[config.mk]
export PLATFORM = sky130hd
export DESIGN_NAME = trojan_resp_capture
export DESIGN_NICKNAME = d
export VERILOG_FILES = /design/src/rtl/trojan_resp_capture.sv
export SDC_FILE = /design/constraint.sdc
export NUM_CORES = 1
export LEC_CHECK = 0
export CAP_MARGIN = 20
export CORE_MARGIN = 10
export CORE_UTILIZATION = 30
export CTS_CLUSTER_DIAMETER = 100
export DETAILED_ROUTE_END_ITERATION = 12
export HOLD_SLACK_MARGIN = 0.05
export SYNTH_ARGS = -nofsm -noshare
export SYNTH_HDL_FRONTEND = slang
export SYNTH_SLANG_ARGS = --single-unit
[constraint.sdc]
create_clock -name CK -period 2.7 [get_ports CK]
set_input_delay 0.405 -clock CK [delete_from_list [all_inputs] [get_ports CK]]
set_output_delay 0.405 -clock CK [all_outputs]
set_load 0.05 [all_outputs]
[src/rtl/trojan_resp_capture.sv]
// Captures a DUT's response over a fixed window: each sample folds into a MISR
// signature and pushes a {stim, resp} record into a first-word-fall-through FIFO.
module trojan_resp_capture #(
  parameter int OUT_W      = 8,
  parameter int STIM_W     = 3,
  parameter int CAP_CYC    = 16,
  parameter int FIFO_DEPTH = 16,
  parameter logic [OUT_W-1:0] POLY = OUT_W'('h1D)
) (
  input  logic                    CK,
  input  logic                    reset,
  input  logic                    start,
  input  logic [STIM_W-1:0]       stim_in,
  input  logic [OUT_W-1:0]        dut_out,
  output logic                    rec_valid,
  input  logic                    rec_ready,
  output logic [STIM_W+OUT_W-1:0] rec_data,
  output logic [OUT_W-1:0]        sig,
  output logic                    busy,
  output logic                    done,
  output logic                    overflow
);

  localparam int AW    = $clog2(FIFO_DEPTH);
  localparam int REC_W = STIM_W + OUT_W;
  localparam logic [15:0] LAST_SAMPLE = 16'(CAP_CYC - 1);

  if (OUT_W < 2 || OUT_W > 64) begin : g_bad_out_w
    $error("trojan_resp_capture: OUT_W must be 2..64");
  end
  if (STIM_W < 1 || STIM_W > 32) begin : g_bad_stim_w
    $error("trojan_resp_capture: STIM_W must be 1..32");
  end
  if (CAP_CYC < 1 || CAP_CYC > 65535) begin : g_bad_cap_cyc
    $error("trojan_resp_capture: CAP_CYC must be 1..65535");
  end
  if (FIFO_DEPTH < 2 || (FIFO_DEPTH & (FIFO_DEPTH - 1)) != 0) begin : g_bad_depth
    $error("trojan_resp_capture: FIFO_DEPTH must be a power of 2, at least 2");
  end

  typedef enum logic [2:0] {
    IDLE    = 3'd0,
    SETTLE  = 3'd1,
    CAPTURE = 3'd2,
    DRAIN   = 3'd3,
    DONE    = 3'd4
  } state_t;

  state_t           state_reg;
  logic [15:0]      count_reg;
  logic [OUT_W-1:0] sig_reg;
  logic [OUT_W-1:0] misr_next;
  logic             overflow_reg;
  logic             busy_reg;
  logic             done_reg;

  logic [REC_W-1:0] mem [FIFO_DEPTH];
  logic [AW:0]      wr_ptr_reg;
  logic [AW:0]      rd_ptr_reg;

  logic fifo_empty;
  logic fifo_full;
  logic sample;
  logic pop;
  logic push_ok;

  assign fifo_empty = (wr_ptr_reg == rd_ptr_reg);
  assign fifo_full  = (wr_ptr_reg[AW-1:0] == rd_ptr_reg[AW-1:0]) &&
                      (wr_ptr_reg[AW] != rd_ptr_reg[AW]);
  assign sample     = (state_reg == CAPTURE);
  assign pop        = !fifo_empty && rec_ready;
  // A full FIFO still takes the new record when the head leaves on the same edge.
  assign push_ok    = sample && (!fifo_full || pop);

  // Shift-left MISR with conditional polynomial feedback, one bit per lane.
  genvar gi;
  for (gi = 0; gi < OUT_W; gi++) begin : g_misr
    if (gi == 0) begin : g_lsb
      assign misr_next[gi] = (sig_reg[OUT_W-1] & POLY[gi]) ^ dut_out[gi];
    end else begin : g_upper
      assign misr_next[gi] = sig_reg[gi-1] ^ (sig_reg[OUT_W-1] & POLY[gi]) ^ dut_out[gi];
    end
  end

  always_ff @(posedge CK) begin
    if (reset) begin
      state_reg    <= IDLE;
      count_reg    <= '0;
      sig_reg      <= '0;
      overflow_reg <= 1'b0;
      busy_reg     <= 1'b0;
      done_reg     <= 1'b0;
    end else begin
      case (state_reg)
        IDLE, DONE: begin
          if (start) begin
            state_reg    <= SETTLE;
            count_reg    <= '0;
            sig_reg      <= '0;
            overflow_reg <= 1'b0;
            busy_reg     <= 1'b1;
            done_reg     <= 1'b0;
          end
        end
        SETTLE: state_reg <= CAPTURE;
        CAPTURE: begin
          sig_reg   <= misr_next;
          count_reg <= count_reg + 16'd1;
          if (!push_ok) overflow_reg <= 1'b1;
          if (count_reg == LAST_SAMPLE) state_reg <= DRAIN;
        end
        DRAIN: begin
          if (fifo_empty) begin
            state_reg <= DONE;
            busy_reg  <= 1'b0;
            done_reg  <= 1'b1;
          end
        end
        default: begin
          state_reg <= IDLE;
          busy_reg  <= 1'b0;
          done_reg  <= 1'b0;
        end
      endcase
    end
  end

  always_ff @(posedge CK) begin
    if (reset) begin
      wr_ptr_reg <= '0;
      rd_ptr_reg <= '0;
    end else begin
      if (push_ok) wr_ptr_reg <= wr_ptr_reg + 1'b1;
      if (pop)     rd_ptr_reg <= rd_ptr_reg + 1'b1;
    end
  end

  always_ff @(posedge CK) begin
    if (push_ok) mem[wr_ptr_reg[AW-1:0]] <= {stim_in, dut_out};
  end

  assign rec_valid = !fifo_empty;
  assign rec_data  = mem[rd_ptr_reg[AW-1:0]];
  assign sig       = sig_reg;
  assign busy      = busy_reg;
  assign done      = done_reg;
  assign overflow  = overflow_reg;

endmodule

==> impl_summary.md <==
Clocking
The hold-fix buffer count after cts is 0. The worst-skew pair later-pin latency is 0.51 ns. The TritonCTS clock tree is yes. In this run the number of H-tree levels came out at 1. Counting along the longest clock path gives a buffer depth of 3. The number of clock buffers inserted by TritonCTS is 24. In this run the clock root is driven by a clkbuf_16. The number of sinks handled by clock tree synthesis is 220.

The clock transition at the registers of the reported paths is 0.06 ns.

STA
The post-route clock period utilization is 1.04. After layout, the worst setup slack is -0.104 ns. The minimum period implied by the final worst setup slack is 2.80 ns.

Setup repair after global routing could not meet its margin everywhere. The headroom to the max-slew limit is 0.309. The clock skew after layout is 0.0196 ns. The final hold violation count is 0. At the pin with the least slew margin, the transition time is 1.03 ns. The total of endpoints with negative setup slack in the final report is 10.

The achievable frequency is 0.357 GHz. The count of final max-slew check failures was 0.

Cells and area
The flip-flop count of the largest register after layout is 176. The share of layout cells above drive strength 1 is 0.258. The synthesis-to-finish area growth is 20.2%. The repair_antennas step left the layout with diodes totalling 0. The net count of the finished layout is 605.

The final core area utilization is 0.364.

Synth
Counting every net in the synthesized netlist gives 539. The cell count after synthesis came out at 518. The post-synthesis instance area is 8960 sq um. The number of synthesized register bits is 220. Each instance of the synthesized netlist takes up on average 17.3 sq um. The async set or reset register ratio after synthesis is 0. The number of enable-type register cells in the synthesized netlist is 176. The number of distinct library cells after synthesis is 51. In the synthesized netlist the dominant register cell turns out to be edfxtp_1. The part of the Yosys area used for sequential elements is 0.688. For this run, the number of Yosys warnings is 0.

Detailed routing
In the final routed layout, each cell accounts on average for 19.9 microns. The first-pass iteration count of the detailed router is 5. The mean number of vias per cell is 4.90.

For this block, the via count after detailed routing is 4855. The final wirelength is 19700 microns. The DRC violation total after the first TritonRoute iteration is 354. For this run, design rule violations remaining after detail routing come to 0.

In this run the remaining antenna-violating nets after routing total 0.

Worst setup path
Traced cell by cell, the critical path runs through buf_12 -> buf_16 -> mux4_2 -> mux4_2 -> buf_8. The critical path crosses 5 cells after its start point. The family of cells with the greatest summed delay on the critical path is multiplexers. STA classifies the critical path endpoint as a primary output. On the worst path, the slowest cell contributes a delay of 0.52 ns. On the critical path, the stage with the largest delay is an instance of mux4_2. The most numerous cell type found on the critical path is mux4_2.

The worst setup path category is reg -> out. STA puts the critical path data required time at 2.30 ns. In this run the worst path has a maximum fanout of 7. The logic depth of the worst register-to-register path is 4. The number of buffers and inverters on the critical path is 3. STA puts the critical path data arrival time at 2.40 ns. The critical path startpoint category is a flip-flop.

Min path
Along the worst hold path, the cell count comes to 2. The tightest min-delay check is of the in -> reg type.

Floorplan
For this configuration, the core starts out at a cell density of 0.303. The floorplan die height is 193 microns. The total die area is 37200 sq um. For this design the top-level I/O count stands at 38. The core region area is 29600 sq um. The die is 193 microns wide. After floorplanning, the core was divided into 63 placement rows.

Global routing
The initial antenna violation count is 1. The number of global-route vias before repair was 4944. The first-pass GRT wire length is 29900 microns. Entering global routing, the biggest net connects 45 pins. Global routing finished with a remaining overflow of 0. The combined global-route utilization of all metal layers is 0.105.

Run status
The final reports fail on negative setup slack. The flow ran to the end, but the final reports show violations.

Power and ir drop
The leakage component of the power is 3.46 nW. The internal cell power is 6.14 mW. In this run the power density over the cells is 776 nW/um^2.

The worst vdd rail ir drop is 0.443 mV. For this design the total switching power over the nets is 2.22 mW. The logic gate share of total power is 0.181. The share of total power dissipated in the clock network is 0.363. Of the total power, the share spent switching nets is 0.265. The power share of the sequential group is 0.456.

Placed design
Routability-driven placement finished with a final weighted congestion of 0.821. The count of port buffers added during placement is 37. At the placement stage, the worst setup path has a slack of 0.285 ns. After legalization and detailed placement, the total HPWL measured 12300 microns.

Job
The count of maximum capacitance violations is 0.
worst register-to-register path, stage by stage (launching register included):
cell	delay (ns)
dfxtp_1	0.47
or3b_4	0.51
a21oi_2	0.49
and3_1	0.28
buf_4	0.25
cell type report:
cell class | count | area (sq um)
repair buffers | 68 | 721
clock inverters | 14 | 103
well taps | 390 | 488
flip-flops and latches | 220 | 6170
fillers | 2686 | 18800
clock buffers | 29 | 641
multi-input cells | 264 | 2630
inverters | 6 | 22.5
timing repair:
item	4_1_cts	5_1_grt
endpoints found under the setup margin	12	11
cloned	3	0
resized for setup	17	1
setup buffers	2	0
pin swaps	0	0
routing by layer:
metal	vias up	track usage	routed length, microns
met5	-	0	0
met4	0	0.0244	295
li1	2211	-	-
met3	25	0.0195	1270
met1	2493	0.136	8100
met2	126	0.180	10000
synthesized netlist by cell type (all sizes together), types with 6 or more instances:
master	number	share of area
mux2	12	0.015
nand2	14	0.0059
ha	6	0.0084
a21oi	16	0.0094
nor2	40	0.017
edfxtp	176	0.59
buf	15	0.011
nand3	7	0.0039
nor2b	7	0.0049
dfxtp	44	0.098
a22oi	9	0.0075
clkbuf	13	0.0054
nor4	6	0.0042
mux4	55	0.14
nand4	10	0.0070
inv	6	0.0025
and3	17	0.012
xnor2	12	0.013
power groups by stage:
stage / logic (mW) / registers (mW) / clock network, mW
after floorplan: 0.968 / 3.90 / 0
after global placement: 1.38 / 3.87 / 0
after detailed placement: 1.40 / 3.88 / 0
after CTS: 1.57 / 3.82 / 3.10
after global routing: 1.62 / 3.83 / 3.24
final: 1.51 / 3.82 / 3.04
cell families after synthesis:
group,share of synthesized area
flip-flops,0.688
AND/OR/NAND/NOR,0.0717
multiplexers,0.158
AO/OA/AOI/OAI,0.0380
buffers and inverters,0.0188
XOR/XNOR,0.0174
adder cells (fa/ha/maj),0.00837
final timing paths:
path / from / endpoint / slack, ns
hold / removal: reset / count_reg[10] / 0.27
hold reg to reg: done / done / 0.50
setup reg to reg: state_reg[1] / mem[2][7] / 0.37
setup / recovery: flip-flop / rec_data[3] / -0.10
placed cells by master, fill, tap and decap left out, drive strengths merged, types with 8 or more instances in the layout:
| cell type | count |
|---|---|
| nand4 | 10 |
| dfxtp | 44 |
| edfxtp | 176 |
| clkbuf | 29 |
| and3 | 17 |
| inv | 8 |
| buf | 43 |
| nand2 | 14 |
| clkdlybuf4s50 | 24 |
| nor2 | 40 |
| a22oi | 9 |
| clkinv | 11 |
| xnor2 | 12 |
| a21oi | 16 |
| mux4 | 55 |
| mux2 | 12 |
metrics by stage:
| step | total power, mW | std cells | area [sq um] | hold WS, ns | setup TNS, ns |
|---|---|---|---|---|---|
| 2_1_floorplan | 4.87 | 518 | 8960 | 0.464 | 0 |
| 3_3_place_gp | 5.25 | 944 | 9890 | 0.478 | 0 |
| 3_5_place_dp | 5.28 | 944 | 9890 | 0.489 | 0 |
| 4_1_cts | 8.48 | 992 | 10800 | 0.263 | -1.08 |
| 5_1_grt | 8.69 | 991 | 10800 | 0.289 | -1.20 |
| 6_report | 8.36 | 991 | 10800 | 0.270 | -0.536 |
Power figures use the tool's default switching activity.
